<file path="config.mk">
export PLATFORM = sky130hd
export DESIGN_NAME = wt_dcache_reuse_pred_flat
export DESIGN_NICKNAME = d
export VERILOG_FILES = /design/src/rtl/wt_dcache_reuse_pred_if.sv /design/src/rtl/wt_dcache_reuse_pred.sv /design/src/flat_wrapper.sv
export SDC_FILE = /design/constraint.sdc
export NUM_CORES = 1
export LEC_CHECK = 0
export BUFFER_PORTS_ARGS = -buffer_cell sky130_fd_sc_hd__buf_4
export CORE_MARGIN = 1
export CORE_UTILIZATION = 34
export CTS_CLUSTER_DIAMETER = 40
export DETAILED_ROUTE_END_ITERATION = 16
export SETUP_SLACK_MARGIN = 0.15
export SLEW_MARGIN = 20
export SYNTH_ARGS = -nofsm -noshare
export SYNTH_HDL_FRONTEND = slang
export SYNTH_SLANG_ARGS = --single-unit
</file>
<file path="constraint.sdc">
create_clock -name clk_i -period 5.75 [get_ports clk_i]
set_clock_uncertainty 0.05 [all_clocks]
set_input_delay 0.2875 -clock clk_i [delete_from_list [all_inputs] [get_ports clk_i]]
set_output_delay 0.2875 -clock clk_i [all_outputs]
set_load 0.05 [all_outputs]
</file>
<file path="src/rtl/wt_dcache_reuse_pred_if.sv">
`default_nettype none
// ============================================================================
// Module   : wt_dcache_reuse_pred_if
// Brief    : Query/training/flush bundle between miss unit and reuse predictor
// Revision : 1.0
// ============================================================================
interface wt_dcache_reuse_pred_if #(
  parameter int SIG_WIDTH = 6
);
  logic                 flush_i;
  logic                 query_valid_i;
  logic [SIG_WIDTH-1:0] query_sig_i;
  logic                 query_ready_o;
  logic                 pred_valid_o;
  logic [1:0]           pred_result_o;
  logic                 train_valid_i;
  logic [SIG_WIDTH-1:0] train_sig_i;
  logic                 train_reused_i;
  logic                 train_ready_o;
  logic                 busy_o;

  modport master (
    output flush_i, query_valid_i, query_sig_i,
    output train_valid_i, train_sig_i, train_reused_i,
    input  query_ready_o, pred_valid_o, pred_result_o, train_ready_o, busy_o
  );

  modport slave (
    input  flush_i, query_valid_i, query_sig_i,
    input  train_valid_i, train_sig_i, train_reused_i,
    output query_ready_o, pred_valid_o, pred_result_o, train_ready_o, busy_o
  );
endinterface
`default_nettype wire

</file>
<file path="src/rtl/wt_dcache_reuse_pred.sv">
`default_nettype none
// ============================================================================
// Module   : wt_dcache_reuse_pred
// Brief    : 2-bit saturating reuse predictor with training queue and flush sweep
// Revision : 1.0
// ============================================================================
module wt_dcache_reuse_pred #(
  parameter int         SIG_WIDTH   = 6,
  parameter int         TRAIN_DEPTH = 4,
  parameter logic [1:0] CTR_INIT    = 2'b10
) (
  input  logic                 clk_i,
  input  logic                 rst_i,
  wt_dcache_reuse_pred_if.slave bus
);
  localparam int                   c_num_entries = 2 ** SIG_WIDTH;
  localparam int                   c_ptr_w       = $clog2(TRAIN_DEPTH);
  localparam logic [SIG_WIDTH-1:0] c_last        = SIG_WIDTH'(c_num_entries - 1);

  typedef enum logic [0:0] {
    ST_IDLE  = 1'b0,
    ST_SWEEP = 1'b1
  } state_e;

  state_e                 r_state;
  logic [SIG_WIDTH-1:0]   r_sweep_ptr;
  logic [1:0]             r_ctr [c_num_entries];
  logic [SIG_WIDTH-1:0]   r_fifo_sig [TRAIN_DEPTH];
  logic [TRAIN_DEPTH-1:0] r_fifo_reused;
  logic [c_ptr_w:0]       r_wr_ptr;
  logic [c_ptr_w:0]       r_rd_ptr;
  logic                   r_pred_valid;
  logic [1:0]             r_pred_result;

  logic                 w_idle;
  logic                 w_fifo_empty;
  logic                 w_fifo_full;
  logic                 w_query_ready;
  logic                 w_train_ready;
  logic                 w_query_acc;
  logic                 w_push;
  logic                 w_pop;
  logic [SIG_WIDTH-1:0] w_pop_sig;
  logic                 w_pop_reused;
  logic [1:0]           w_pop_ctr;
  logic [1:0]           w_pop_next;

  assign w_idle        = (r_state == ST_IDLE);
  assign w_fifo_empty  = (r_wr_ptr == r_rd_ptr);
  assign w_fifo_full   = (r_wr_ptr[c_ptr_w] != r_rd_ptr[c_ptr_w]) &&
                         (r_wr_ptr[c_ptr_w-1:0] == r_rd_ptr[c_ptr_w-1:0]);
  assign w_query_ready = w_idle && !bus.flush_i;
  assign w_train_ready = w_query_ready && !w_fifo_full;
  assign w_query_acc   = bus.query_valid_i && w_query_ready;
  assign w_push        = bus.train_valid_i && w_train_ready;
  // Popping in the flush cycle is pointless: the sweep overwrites everything.
  assign w_pop         = w_idle && !bus.flush_i && !w_fifo_empty;
  assign w_pop_sig     = r_fifo_sig[r_rd_ptr[c_ptr_w-1:0]];
  assign w_pop_reused  = r_fifo_reused[r_rd_ptr[c_ptr_w-1:0]];
  assign w_pop_ctr     = r_ctr[w_pop_sig];

  always_comb begin
    w_pop_next = w_pop_ctr;
    if (w_pop_reused) begin
      if (w_pop_ctr != 2'b11) w_pop_next = w_pop_ctr + 2'b01;
    end else begin
      if (w_pop_ctr != 2'b00) w_pop_next = w_pop_ctr - 2'b01;
    end
  end

  always_ff @(posedge clk_i or posedge rst_i) begin
    if (rst_i) begin
      r_state     <= ST_IDLE;
      r_sweep_ptr <= '0;
    end else if (bus.flush_i) begin
      r_state     <= ST_SWEEP;
      r_sweep_ptr <= '0;
    end else if (r_state == ST_SWEEP) begin
      r_sweep_ptr <= r_sweep_ptr + 1'b1;
      if (r_sweep_ptr == c_last) r_state <= ST_IDLE;
    end
  end

  always_ff @(posedge clk_i or posedge rst_i) begin
    if (rst_i) begin
      r_wr_ptr      <= '0;
      r_rd_ptr      <= '0;
      r_fifo_reused <= '0;
      for (int i = 0; i < TRAIN_DEPTH; i++) r_fifo_sig[i] <= '0;
    end else if (bus.flush_i) begin
      r_wr_ptr <= '0;
      r_rd_ptr <= '0;
    end else begin
      if (w_push) begin
        r_fifo_sig[r_wr_ptr[c_ptr_w-1:0]]    <= bus.train_sig_i;
        r_fifo_reused[r_wr_ptr[c_ptr_w-1:0]] <= bus.train_reused_i;
        r_wr_ptr                             <= r_wr_ptr + 1'b1;
      end
      if (w_pop) r_rd_ptr <= r_rd_ptr + 1'b1;
    end
  end

  // Reads the table before this edge's training write, giving pre-update values.
  always_ff @(posedge clk_i or posedge rst_i) begin
    if (rst_i) begin
      r_pred_valid  <= 1'b0;
      r_pred_result <= 2'b00;
    end else begin
      r_pred_valid <= w_query_acc;
      if (w_query_acc) r_pred_result <= r_ctr[bus.query_sig_i];
    end
  end

  for (genvar i = 0; i < c_num_entries; i++) begin : g_table
    always_ff @(posedge clk_i or posedge rst_i) begin
      if (rst_i) begin
        r_ctr[i] <= CTR_INIT;
      end else if ((r_state == ST_SWEEP) && (r_sweep_ptr == SIG_WIDTH'(i))) begin
        r_ctr[i] <= CTR_INIT;
      end else if (w_pop && (w_pop_sig == SIG_WIDTH'(i))) begin
        r_ctr[i] <= w_pop_next;
      end
    end
  end

  assign bus.query_ready_o = w_query_ready;
  assign bus.train_ready_o = w_train_ready;
  assign bus.pred_valid_o  = r_pred_valid;
  assign bus.pred_result_o = r_pred_result;
  assign bus.busy_o        = (r_state == ST_SWEEP);

endmodule
`default_nettype wire

</file>
<file path="src/flat_wrapper.sv">
// flat-port wrapper written by rule: the top's interface ports become plain ports
module wt_dcache_reuse_pred_flat 
#(
  parameter int         SIG_WIDTH   = 6,
  parameter int         TRAIN_DEPTH = 4,
  parameter logic [1:0] CTR_INIT    = 2'b10
)
  (clk_i, rst_i, bus_flush_i, bus_query_valid_i, bus_query_sig_i, bus_train_valid_i, bus_train_sig_i, bus_train_reused_i, bus_query_ready_o, bus_pred_valid_o, bus_pred_result_o, bus_train_ready_o, bus_busy_o);
  wt_dcache_reuse_pred_if #(.SIG_WIDTH(SIG_WIDTH)) bus_i ();
  input  logic clk_i;
  input  logic rst_i;
  input wire logic [$bits(bus_i.flush_i)-1:0] bus_flush_i;
  input wire logic [$bits(bus_i.query_valid_i)-1:0] bus_query_valid_i;
  input wire logic [$bits(bus_i.query_sig_i)-1:0] bus_query_sig_i;
  input wire logic [$bits(bus_i.train_valid_i)-1:0] bus_train_valid_i;
  input wire logic [$bits(bus_i.train_sig_i)-1:0] bus_train_sig_i;
  input wire logic [$bits(bus_i.train_reused_i)-1:0] bus_train_reused_i;
  output wire logic [$bits(bus_i.query_ready_o)-1:0] bus_query_ready_o;
  output wire logic [$bits(bus_i.pred_valid_o)-1:0] bus_pred_valid_o;
  output wire logic [$bits(bus_i.pred_result_o)-1:0] bus_pred_result_o;
  output wire logic [$bits(bus_i.train_ready_o)-1:0] bus_train_ready_o;
  output wire logic [$bits(bus_i.busy_o)-1:0] bus_busy_o;
  assign bus_i.flush_i = bus_flush_i;
  assign bus_i.query_valid_i = bus_query_valid_i;
  assign bus_i.query_sig_i = bus_query_sig_i;
  assign bus_i.train_valid_i = bus_train_valid_i;
  assign bus_i.train_sig_i = bus_train_sig_i;
  assign bus_i.train_reused_i = bus_train_reused_i;
  assign bus_query_ready_o = bus_i.query_ready_o;
  assign bus_pred_valid_o = bus_i.pred_valid_o;
  assign bus_pred_result_o = bus_i.pred_result_o;
  assign bus_train_ready_o = bus_i.train_ready_o;
  assign bus_busy_o = bus_i.busy_o;
  wt_dcache_reuse_pred #(.SIG_WIDTH(SIG_WIDTH), .TRAIN_DEPTH(TRAIN_DEPTH), .CTR_INIT(CTR_INIT)) u_core (.clk_i(clk_i), .rst_i(rst_i), .bus(bus_i));
endmodule
</file>
# [After elaboration in Yosys (flattened, before gate mapping)]
# Index checks and enable logic that the tools add are counted.
[totals] reg_bits=172 out_inout_bits=6
[classes] add_sub_neg=5 order_cmp=8 n_eq_ne=130 mux=157 bitwise=6 n_reduce_logical=210
[op_table] op="$eq A6 B6 Y1 const B" count=64
[op_table] op="$mux W2" count=135
[op_table] op="$eq A6 B5 Y1 const B" count=32
[op_table] op="$logic_and A1 B1 Y1" count=136
[op_table] op="$reduce_bool A2 Y1" count=68
[op_table] op="$eq A6 B4 Y1 const B" count=16
[op_table] op="$eq A6 B3 Y1 const B" count=8
[op_table] op="$mux W6" count=5
[op_table] op="$bmux W2 S6" count=2
[op_table] op="$bwmux W24" count=1
[op_table] op="$eq A6 B2 Y1 const B" count=4
[op_table] op="$ge A7 B7 Y1 const B" count=2
[op_table] op="$not A6 Y7" count=2
[op_table] op="$bmux W6 S2" count=1
[op_table] op="$demux W6 S2" count=1
[op_table] op="$eq A6 B1 Y1 const B" count=2
[op_table] op="$logic_not A6 Y1" count=2
[op_table] op="$mux W3" count=4
[op_table] op="$add A3 B1 Y3 const B" count=2
[op_table] op="$add A6 B1 Y6 const B" count=1
[op_table] op="$ge A3 B3 Y1 const B" count=2
[op_table] op="$lt A2 B3 Y1 const B" count=2
[op_table] op="$not A2 Y3" count=2
[op_table] op="$mux W1" count=5
[op_table] op="other kinds (14)" count=17

# [Longest topological paths before layout]
# Gate-level depths: netlist of run 1.
[depth] ltp_word=13 depth_mapped=13 mapped_depth_nobuf=8

# [Worst setup path before layout of run 1]
# Ideal clock, no wire load.
[synth_path] path_kind="register to register" startpoint="reg u_core.r_state, in the netlist u_core.bus.busy_o" endpoint="reg u_core.r_ctr[104] (netlist name)" setup_time_ns=0.080 t_arrival_ns=3.092 required_ns=5.620 setup_slack_ns=2.528 stages_incl_launch_ff=8 path_cell_list="dfrtp_1 nor2_1 a21boi_1 nor2b_1 nand2_1 clkbuf_1 nor3_1 mux2i_4"
[synth_via] elab_chain_cells=5 elab_cells_between_ends=7 classes_between="mux: 1; bitwise: 1; reduce/logical: 5"
[synth_rtl] element="start: declaration" line_no="wt_dcache_reuse_pred.sv:25" text="state_e r_state;"
[synth_rtl] element="start signal: assignment" line_no="wt_dcache_reuse_pred.sv:73" text="r_state <= ST_IDLE;"
[synth_rtl] element="start signal: assignment" line_no="wt_dcache_reuse_pred.sv:76" text="r_state <= ST_SWEEP;"
[synth_rtl] element="start signal: assignment" line_no="wt_dcache_reuse_pred.sv:80" text="if (r_sweep_ptr == c_last) r_state <= ST_IDLE;"
[synth_rtl] element="$not A1 Y1" line_no="wt_dcache_reuse_pred.sv:48" text="assign w_idle = (r_state == ST_IDLE);"
[synth_rtl] element="$logic_and A1 B1 Y1"
[synth_rtl] element="named net bus_query_ready_o" line_no="flat_wrapper.sv:18" text="output wire logic [$bits(bus_i.query_ready_o)-1:0] bus_query_ready_o;"
[synth_rtl] element="$logic_and A1 B1 Y1" line_no="wt_dcache_reuse_pred.sv:57" text="assign w_pop = w_idle && !bus.flush_i && !w_fifo_empty;"
[synth_rtl] element="$logic_and A1 B1 Y1" line_no="wt_dcache_reuse_pred.sv:120" text="end else if (w_pop && (w_pop_sig == SIG_WIDTH'(i))) begin"
[synth_rtl] element="$reduce_bool A2 Y1 (no line)"
[synth_rtl] element="end signal: indexed assignment" line_no="wt_dcache_reuse_pred.sv:121" text="r_ctr[i] <= w_pop_next;"
[synth_rtl] element="end: declaration" line_no="wt_dcache_reuse_pred.sv:27" text="logic [1:0] r_ctr [c_num_entries];"
# The timed path passes the listed nets, and every way through them passes these cells.
# A chain may end at the register's enable or synchronous reset.

# [Worst setup path in the final report of run 1]
[layout_path] startpoint="reg u_core.r_rd_ptr[0]" endpoint="reg u_core.r_ctr[106] (netlist name)"
[layout_via] elab_chain_cells=13 elab_cells_between_ends=25 classes_between="add/sub: 2; eq/ne: 3; mux: 13; bitwise: 2; reduce/logical: 5"
[layout_rtl] element="start: declaration" line_no="wt_dcache_reuse_pred.sv:31" text="logic [c_ptr_w:0] r_rd_ptr;"
[layout_rtl] element="start signal: assignment" line_no="wt_dcache_reuse_pred.sv:99" text="if (w_pop) r_rd_ptr <= r_rd_ptr + 1'b1;"
[layout_rtl] element="$not A2 Y3 (implied by the code)" line_no="wt_dcache_reuse_pred.sv:58" text="assign w_pop_sig = r_fifo_sig[r_rd_ptr[c_ptr_w-1:0]];"
[layout_rtl] element="$bmux W6 S2" line_no="wt_dcache_reuse_pred.sv:58"
[layout_rtl] element="$mux W6 (implied by the code) (2 in series)" line_no="wt_dcache_reuse_pred.sv:58"
[layout_rtl] element="$not A6 Y7 (implied by the code)" line_no="wt_dcache_reuse_pred.sv:60" text="assign w_pop_ctr = r_ctr[w_pop_sig];"
[layout_rtl] element="$bmux W2 S6" line_no="wt_dcache_reuse_pred.sv:60"
[layout_rtl] element="$mux W2 (implied by the code) (2 in series)" line_no="wt_dcache_reuse_pred.sv:60"
[layout_rtl] element="$sub A2 B1 Y2 (tied with other cells)" line_no="wt_dcache_reuse_pred.sv:67" text="if (w_pop_ctr != 2'b00) w_pop_next = w_pop_ctr - 2'b01;"
[layout_rtl] element="$mux W2 (on tied branches)" line_no="wt_dcache_reuse_pred.sv:67, wt_dcache_reuse_pred.sv:65"
[layout_rtl] element="$mux W2" line_no="wt_dcache_reuse_pred.sv:64" text="if (w_pop_reused) begin"
[layout_rtl] element="$mux W2" line_no="wt_dcache_reuse_pred.sv:120"
[layout_rtl] element="$mux W2" line_no="wt_dcache_reuse_pred.sv:118" text="end else if ((r_state == ST_SWEEP) && (r_sweep_ptr == SIG_WIDTH'(i))) begin"
# Parallel ways exist; a longest one is shown, timed or not. The select of a mux whose other input is x is not followed.

==> metrics.txt, run 1 <==
status completed; post-layout power around 2.9 mW; final core utilization between 30% and 40%; setup tns final 0 ns; largest family of logic cells by synthesized area multiplexers; H-tree depth 4; Slew HR about 28%; Comb power frac between 10% and 20%; Num CTS Buffers 17; 1st-pass router iterations 7; drt via density 5.91; Pwr Density about 250 nW/um^2; Vert. Die Dim 178 um; DRT iter0 DRCs 785; multiplexer share of the synthesized area 27.9%; input/output buffers 23; antenna violations before repair 0; Post-Synth Simple-Gate Area between 10% and 20%; syn_nets between 1,000 and 1,500; adder-cell share of the synthesized area around 1.3%; multi-input logic area approximately 5800 um^2; Die Area between 30,000 and 40,000 um^2; Hold Startpoint bus_train_sig_i[4]; CTS Sinks ~170; core area about 30,000 um^2; FF-to-FF Start u_core.r_rd_ptr[0]; #FFs+latches synth 172; Detail Route Antenna Nets 0; hold endpoint u_core.r_fifo_sig[10]; Finish-stage setup viols 0; VDD IR-drop max 196 uV; Root Buffer clkbuf_16; sequential area share after synthesis a little over two fifths; Synth Instances approximately 1,000; Clock power frac between 30% and 40%; crit start category flop; HPWL Detailed ~22,000 um; Die W about 180 um; final period utilization about 78%; Hold Crit Class in -> reg; critical path endpoint category flop; async set or reset register ratio after synthesis 100%; I/O pins 24; Post-DP Area 11,000 um^2; Slew Viols, Final 0; post-layout min period between 4 and 5 ns; WP data required 6.01 ns; reg2reg end u_core.r_ctr[106]; initial core utilization between 30% and 40%; RePlAce Congestion 0.921; CTS tree built; Avg WL per Cell 23.1 um; Area Growth Syn to Fin 9.99%; flop2flop setup slack around 1.3 ns; Ys Warns 0; r2r worst-path depth 9; FF/Latch Area roughly 4400 um^2; DRC viols 0; total number of vias just over 8,000; row count between 60 and 70; cell internal pwr a little over 2 mW; post-synthesis compound-gate area fraction 10.8%; CP Data Arrival Time 4.72 ns; Worst-Margin Slew roughly 1.1 ns; Post-synth EDFFs 0; Fin Hold WS about 0.053 ns; final instance area 11,500 um^2; fmax approximately 220 MHz; first-pass GRT wire length between 40,000 and 50,000 um; Min-Delay Path Depth 2; clock buffer depth 2; synthesized cell area between 10,000 and 15,000 um^2; top_reg_cell synth dfrtp_1; most common cell after layout, fill and taps aside nor2_1; Unique masters post-synth 49; final wirelength about 32,000 um; Clk Latency, worst-skew pair 0.45 ns; XOR/XNOR Fraction of Synth Area less than 1%; grt ovf 0; ant diodes 0; sequential power share 45.7%; Hold Fails Final Rpt 0; vias in the first global route 7,896; leak pwr just over 4 nW; All-Layer GR Usage between 20% and 30%; Fillers roughly 2,900; Sw Ratio between 30% and 40%; nets around 1,000; commonest non-fill, non-tap cells in the layout nor2_1, o21ai_0, dfrtp_1; syn avg cell area between 10 and 15 um^2; RSZ-0062 raised after global routing false; Net Sw Power roughly 880 uW; critical path class reg -> reg; clk slew on worst S/H paths around 0.070 ns; worst-path maximum fanout 35; largest net degree at the start of global routing 69; share of cells above drive strength 1 approximately a quarter; # Max-Cap Violations 0
[area by class of cell]
| cell class | instances | area share (%) |
|---|---|---|
| inverters | 7 | 0.271 |
| repair buffers | 34 | 2.45 |
| clock inverters | 14 | 0.955 |
| clock buffers | 18 | 3.81 |
| flip-flops and latches | 172 | 38.0 |
| well taps | 390 | 4.23 |
| multi-input cells | 741 | 50.3 |
[worst max path at each step]
stage,startpoint,endpoint,slack [ns],cells after the start
after CTS,u_core.r_rd_ptr[0],u_core.r_ctr[106],1.36,9
final,u_core.r_rd_ptr[0],u_core.r_ctr[106],1.29,9
after detailed placement,u_core.r_rd_ptr[0],u_core.r_ctr[44],1.34,9
after global placement,u_core.r_rd_ptr[0],u_core.r_ctr[40],1.36,9
after global routing,u_core.r_rd_ptr[0],u_core.r_ctr[44],1.04,9
after floorplan,rst_i,u_core.bus.busy_o,0.86,1
[kinds of logic (layout without fill, tap and decap cells)]
group / Yosys count / after routing
XOR/XNOR: 11 / 11
AO/OA/AOI/OAI: 203 / 203
buffers and inverters: 65 / 73
multiplexers: 186 / 186
flip-flops: 172 / 172
AND/OR/NAND/NOR: 330 / 330
adder cells (fa/ha/maj): 11 / 11
[power groups by stage]
stage | clock network [mW] | registers, mW | logic, mW
finish | 1.11 | 1.32 | 0.463
global route | 1.18 | 1.33 | 0.492
CTS | 1.13 | 1.32 | 0.459
detailed placement | 0 | 1.34 | 0.460
global placement | 0 | 1.34 | 0.453
floorplan | 0 | 1.32 | 0.337
[routing by layer]
layer | wire length [um] | up-vias | GRT usage (%)
met5 | 0 | - | 0
met4 | 796 | 0 | 6.77
met3 | 2380 | 55 | 4.11
met2 | 14300 | 372 | 31.9
met1 | 14300 | 4138 | 30.1
li1 | - | 3571 | -
[cells in the mapped netlist (5+ instances only)]
library cell,instances,area (um^2)
dfstp_2,64,1680
inv_1,7,26.3
clkbuf_1,28,105
a21oi_1,39,195
nand3_1,18,90.1
nand3b_1,36,270
nand2_1,86,323
a22oi_1,7,52.6
mux2i_4,29,653
and2_1,5,31.3
nor2b_1,7,43.8
nor2_1,129,484
buf_2,17,85.1
xor2_1,8,70.1
o21ai_0,119,596
ha_1,9,113
mux2i_1,68,681
dfrtp_1,108,2700
o211ai_1,5,37.5
mux4_2,52,1170
buf_1,6,22.5
mux2_2,37,417
nor3_1,34,170
o31ai_1,8,60.1
[stage by stage]
step	setup WS, ns	std cells
floorplan	0.858	978
global placement	1.36	1343
detailed placement	1.34	1343
CTS	1.36	1376
global route	1.04	1376
finish	1.29	1376
[what timing repair did]
action                    in CTS  in global routing
buffers inserted               0                  0
hold endpoints to repair      32                  0
hold buffers                   1                  0
resized for setup              0                  0
[registers in the layout, summed over array words and instances (netlist names)]
register	count
u_core.bus.busy_o	1
u_core.bus.pred_result_o	2
u_core.r_wr_ptr	3
u_core.r_fifo_reused	4
u_core.r_rd_ptr	3
u_core.bus.pred_valid_o	1
u_core.r_ctr	128
u_core.r_sweep_ptr	6
u_core.r_fifo_sig	24
[worst max-delay path: stages, from the launching register on]
cell and delay (ns):
dfrtp_1 0.75, mux4_2 1.01, nor2b_1 0.63, a22oi_1 0.18, nand2_1 0.12, nand3_1 0.11, o22ai_1 0.28, maj3_4 0.64
buf_12 0.35, o21ai_0 0.15
No activity file was read; power rests on OpenSTA's default activity.
==> run 2, diff against run 1 <==
- ABC_AREA: not set -> 1
- clock period: 5.75 -> 3.95 ns (I/O delays scaled with it)
==> run 2 against run 1 <==
Compared with the run above:
- synthesized cell count grew 65%
- first-iteration DRC count grew 55%
- total power grew 41%
- largest cell class unchanged
==> metrics.txt, run 2 <==
drt via density around 5.4; max reg flops ~130; Post-synth EDFFs 0; crit start category flop; worst-path maximum fanout 21; All-Layer GR Usage 24.0%; reg2reg end u_core.r_ctr[18]; hold endpoint u_core.bus.pred_result_o[0]; critical-path cell list inv_2 -> nand3_1 -> nand2_2 -> inv_2 -> buf_4 -> nand3_1 -> nand3_1 -> nand2_1 -> nor2_1 -> nor2_1 -> nor2_2 -> nand2_1 -> nand2_2 -> nand2_2 -> buf_12 -> a21oi_1; 1st-pass router iterations 7; fmax 304 MHz; HPWL Detailed 27,700 um; Fillers between 3,000 and 4,000; syn avg cell area 6.85 um^2; CP max-delay cell dfrtp_1; Die Area ~33,000 um^2; CP max stage delay 0.50 ns; Die W around 180 um; most frequent cell after synthesis nand2_1; Clock power frac approximately 42%; CP Data Arrival Time around 3.6 ns; total number of vias 11,200; commonest non-fill, non-tap cells in the layout nand2_1, nor2_1, inv_1; clock buffer depth 2; largest registers u_core.r_ctr x128, u_core.r_fifo_sig x24, u_core.r_sweep_ptr x6; Area contributors post-synth dfrtp_1, dfstp_2, nand2_1; vias in the first global route ~10,000; Clk Latency, worst-skew pair ~0.45 ns; row count between 60 and 70; commonest cells in the netlist nand2_1, nor2_1, inv_1; Num CTS Buffers 17; VDD IR-drop max 312 uV; Avg WL per Cell approximately 19 um; Slew Viols, Final 0; post-synth top area share between 20% and 30%; top_reg_cell synth dfrtp_1; largest net degree at the start of global routing 77; Vert. Die Dim about 180 um; Area Growth Syn to Fin 11.8%; Ys Warns 0; CTS Sinks 172; async set or reset register ratio after synthesis between 90% and 100%; busiest grt layer met2; cell internal pwr 2.83 mW; Comb power frac 14.0%; r2r worst-path depth 16; GR Layer Usage met2 36.9%; flop2flop setup slack 0.66 ns; syn_nets approximately 1,600; Finish-stage setup viols 0; clk slew on worst S/H paths about 0.070 ns; #FFs+latches synth 172; post-layout min period 3.29 ns; Root Buffer clkbuf_16; M1 GR Usage between 30% and 40%; Detail Route Antenna Nets 0; first-pass GRT wire length about 61,000 um; most common cell after layout, fill and taps aside nand2_1; DRT iter0 DRCs around 1,200; share of cells above drive strength 1 a little under an eighth; Unique masters post-synth 43; FF-to-FF Start u_core.r_rd_ptr[1]; dpl cells roughly 2,000; status completed; grt ovf 0; Post-Layout Cell Count between 2,000 and 2,500; critical path class reg -> reg; Hold Crit Class in -> reg; sequential area share after synthesis 39.5%; final period utilization around 83%; Biggest register u_core.r_ctr; # Max-Cap Violations 0; GR Util met3 5.39%; setup tns final 0 ns; Synth Instances 1,618; nets 1,649; input/output buffers 23; I/O pins 24; CTS tree built; critical path endpoint category flop; Worst-Margin Slew 0.946 ns; leak pwr 5.82 nW; RSZ-0062 raised after global routing false; Fin Hold WS ~0.2 ns; Sw Ratio a little under a third; antenna violations before repair 0; DRC viols 0; Slew HR a little under two fifths; Pwr Density around 330 nW/um^2; Hold Fails Final Rpt 0; core area 31,800 um^2; ant diodes 0; H-tree depth 4; sequential power share between 40% and 50%; synthesized cell area 11,100 um^2; Net Sw Power around 1.2 mW; Hold Startpoint bus_query_sig_i[5]; WP data required 4.27 ns; initial core utilization about a third; top cell type by total area after synthesis dfrtp_1; Min-Delay Path Depth 5; RePlAce Congestion approximately 0.99; final wirelength 39,100 um; Setup Fix Bufs, Post-CTS 0
run 2: changes by cell type in the layout (fill, tap and decap cells not counted), moves of 30 or more:
| cell | change |
|---|---|
| nand2_1 | +294 |
| inv_1 | +216 |
| nand3_1 | +152 |
| nor2_1 | +97 |
| mux2i_1 | -68 |
| a21oi_1 | +59 |
| mux4_2 | -52 |
| o21ai_0 | -30 |
run 2: power groups by stage:
stage                     sequential, mW  combinational (mW)  clock [mW]
final                               1.81               0.571        1.69
after global routing                1.81               0.615        1.77
after detailed placement            1.84               0.547           0
after global placement              1.84               0.544           0
after CTS                           1.81               0.557        1.71
after floorplan                     1.84               0.352           0
run 2: cells by family after synthesis:
kind of cell | synth area share, %
and+or+nand+nor | 31.1
buffers and inverters | 11.2
AOI/OAI and AO/OA | 15.3
DFF | 39.5
muxes | 1.62
adders and majority gates | 1.02
xor gates and xnor gates | 0.158
run 2: worst max-delay path by stage:
stage                                  to  slack (ns)          startpoint  cells after the start
finish                   u_core.r_ctr[18]        0.66  u_core.r_rd_ptr[1]                     16
global route             u_core.r_ctr[16]        0.36  u_core.r_rd_ptr[1]                     16
CTS                      u_core.r_ctr[18]        0.63  u_core.r_rd_ptr[1]                     16
detailed placement       u_core.r_ctr[20]        0.70  u_core.r_rd_ptr[1]                     16
global placement         u_core.r_ctr[20]        0.79  u_core.r_rd_ptr[1]                     16
floorplan           u_core.r_fifo_sig[18]        0.74   u_core.bus.busy_o                      7
run 2: per-stage QoR:
stage	utilization, %	instance area (um^2)	worst slack [ns]	power, mW
2_1_floorplan	-	11100	0.744	2.19
5_1_grt	39.0	12400	0.355	4.20
6_report	39.0	12400	0.662	4.07
3_5_place_dp	36.8	11700	0.704	2.39
3_3_place_gp	36.8	11700	0.793	2.38
4_1_cts	38.9	12400	0.635	4.07
run 2: layer usage:
metal  part of all wire [%]  vias to the layer above
met5                   0.10                        -
met1                     43                     5304
met2                     44                      541
met4                    3.3                        2
li1                       -                     5236
met3                    9.2                       74
run 2: critical path: cells and delay by family (launching register included):
family,cells,cell delay (ns)
AOI/OAI and AO/OA,1,0.16
buffers and inverters,4,0.83
DFF,1,0.50
and+or+nand+nor,11,1.66
run 2: repair_timing:
item | 4_1_cts | 5_1_grt
hold endpoints to repair | 71 | 0
resized for setup | 0 | 0
hold buffers | 11 | 0
run 2: cell type report:
class / count / area [um^2] / area share [%]
Tap cell: 435 / 544 / 4.39
Timing Repair Buffer: 61 / 561 / 4.52
Clock buffer: 18 / 429 / 3.46
Sequential cell: 172 / 4380 / 35.4
Inverter: 231 / 873 / 7.05
Multi-Input combinational cell: 1139 / 5460 / 44.1
Clock inverter: 14 / 140 / 1.13
==> run 3, diff against run 2 <==
- clock period: 3.95 -> 3.2 ns (I/O delays scaled with it)
==> run 3 against run 2 <==
Compared with the run above:
- the run now ends with hold timing left
- non-clock buffer count up 15
- maximum frequency up 17%
- global-route usage up 0.50 points
- setup slack worse by 0.27 ns
- critical path depth up 2
- first-iteration DRC count up 11%
- critical endpoint is now u_core.r_ctr[99]
- utilization up 0.68 points
- worst hold slack worse by 0.28 ns
- design area up 1.7%
- final cell count up 0.72%
- largest cell class unchanged
- clock-buffer cell count down 1
- clock power up 34%
==> metrics.txt, run 3 (synthesis results as in run 2) <==
CP Data Arrival Time between 3 and 4 ns; RSZ-0062 raised after global routing false; Post-Layout Cell Count 2,085; core area roughly 32,000 um^2; final period utilization just under 90%; flop2flop setup slack a little under 0.4 ns; Num CTS Buffers 17; first-pass GRT wire length between 60,000 and 70,000 um; Slew Viols, Final 0; FF-to-FF Start u_core.r_rd_ptr[0]; instance count on the critical path 18; CP Capture Point u_core.r_ctr[99]; Worst-Margin Slew 0.988 ns; Die W ~180 um; FF/Latch Area approximately 4400 um^2; Fin Hold WS -0.0735 ns; Hold Crit Class in -> async; multi-input logic area between 5000 and 6000 um^2; input/output buffers 23; nets 1,664; CP most frequent cell nand2_1; worst setup slack after placement between 0.3 and 0.4 ns; largest net degree at the start of global routing about 170; final core utilization 39.7%; setup tns final 0 ns; initial core utilization approximately a third; 1st-pass router iterations 7; worst-path maximum fanout 16; Detail Route Antenna Nets 0; CP delay by family, top simple AND/OR/NAND/NOR gates; max reg flops 128; CP Buf/Inv Count 4; total number of vias 11,300; RePlAce Congestion approximately 0.95; Slew HR 34.2%; HPWL Detailed ~27,000 um; critical path endpoint category flop; All-Layer GR Usage ~25%; Root Buffer clkbuf_16; Top Layer Used met4; dpl cells slightly above 2,000; post-layout power 5.22 mW; ant diodes 0; DRC viols 0; CTS Sinks 172; drt via density between 5 and 6; fmax ~360 MHz; DRT iter0 DRCs ~1,400; CP max stage delay approximately 0.46 ns; I/O pins 24; VDD IR-drop max 386 uV; Fillers roughly 3,300; Clk Latency, worst-skew pair around 0.46 ns; grt ovf 0; # Max-Cap Violations 0; CTS tree built; vias in the first global route between 10,000 and 15,000; Die Area between 30,000 and 40,000 um^2; Biggest register u_core.r_ctr; CP max-delay cell dfrtp_2; Hold Fails Final Rpt 57; Vert. Die Dim 183 um; r2r worst-path depth 18; clk slew on worst S/H paths approximately 0.09 ns; commonest non-fill, non-tap cells in the layout nand2_1, nor2_1, inv_1; failing checks hold timing; crit start category flop; leak pwr 5.93 nW; Pwr Density 414 nW/um^2; wire length on met2 between 15,000 and 20,000 um; antenna violations before repair 0; status finished, violations left; met3 WL approximately 3800 um; row count 65; Area Growth Syn to Fin 13.7%; most common cell after layout, fill and taps aside nand2_1; Post-DP Area between 10,000 and 15,000 um^2; reg2reg end u_core.r_ctr[99]; post-layout min period approximately 2.8 ns; clock buffer depth 2; critical path class reg -> reg; critical-path cell list buf_4 -> nand2_1 -> nand3_2 -> nand2_2 -> nand2_4 -> inv_2 -> nand3_1 -> nand2_1 -> nor2_1 -> nor2_1 -> nor2_2 -> nand2_1 -> nand2_2 -> nand2_2 -> buf_4 -> nand3_1 -> nand2_1 -> inv_1; crit path launch u_core.r_rd_ptr[0]; H-tree depth 4; WP data required between 3 and 4 ns; Finish-stage setup viols 0; final instance area 12,600 um^2; share of cells above drive strength 1 between 10% and 20%; largest registers u_core.r_ctr x128, u_core.r_fifo_sig x24, u_core.r_sweep_ptr x6; met1 wire length between 15,000 and 20,000 um; Avg WL per Cell about 19 um; final wirelength 39,600 um; final worst slack ~0.39 ns
[run 3: area by class of cell]
class                      instances  area share (%)
clock buffer                      17            3.37
multi-input combinational       1139            43.4
timing repair buffer              76            5.48
tap                              435            4.32
inverter                         231            6.92
clock inverter                    15            1.76
sequential                       172            34.8
[run 3: repair_timing]
action                                  CTS  global route
resized for setup                         0             4
setup buffers                             0             3
hold endpoints to repair                 32             0
endpoints found under the setup margin    0            90
hold buffers                             10             0
[run 3: worst min path at each step]
stage                                       end  slack (ns)  depth (start not counted)
final                          u_core.r_ctr[78]       -0.07                          3
after global routing           u_core.r_ctr[78]        0.05                          3
after CTS                  u_core.r_fifo_sig[6]       0.004                          3
after detailed placement  u_core.r_sweep_ptr[4]        0.32                          2
after global placement    u_core.r_sweep_ptr[4]        0.31                          2
after floorplan           u_core.r_sweep_ptr[4]        0.18                          1
[run 3: layer usage]
metal | global-route usage, % | up-vias
met5 | 0 | -
met4 | 10.2 | 0
met3 | 5.07 | 100
met2 | 38.4 | 585
met1 | 32.9 | 5311
li1 | - | 5257
[run 3: power breakdown]
part	total, mW	switching [mW]	leakage [nW]	internal (mW)
clock network	2.26	1.16	0.310	1.10
registers	2.23	0.0213	2.13	2.21
logic	0.731	0.531	3.48	0.200
[run 3: tightest hold or removal path, cell delays in order]
cell        delay (ns)
buf_4             0.12
clkinvlp_4        0.07
buf_12            0.62
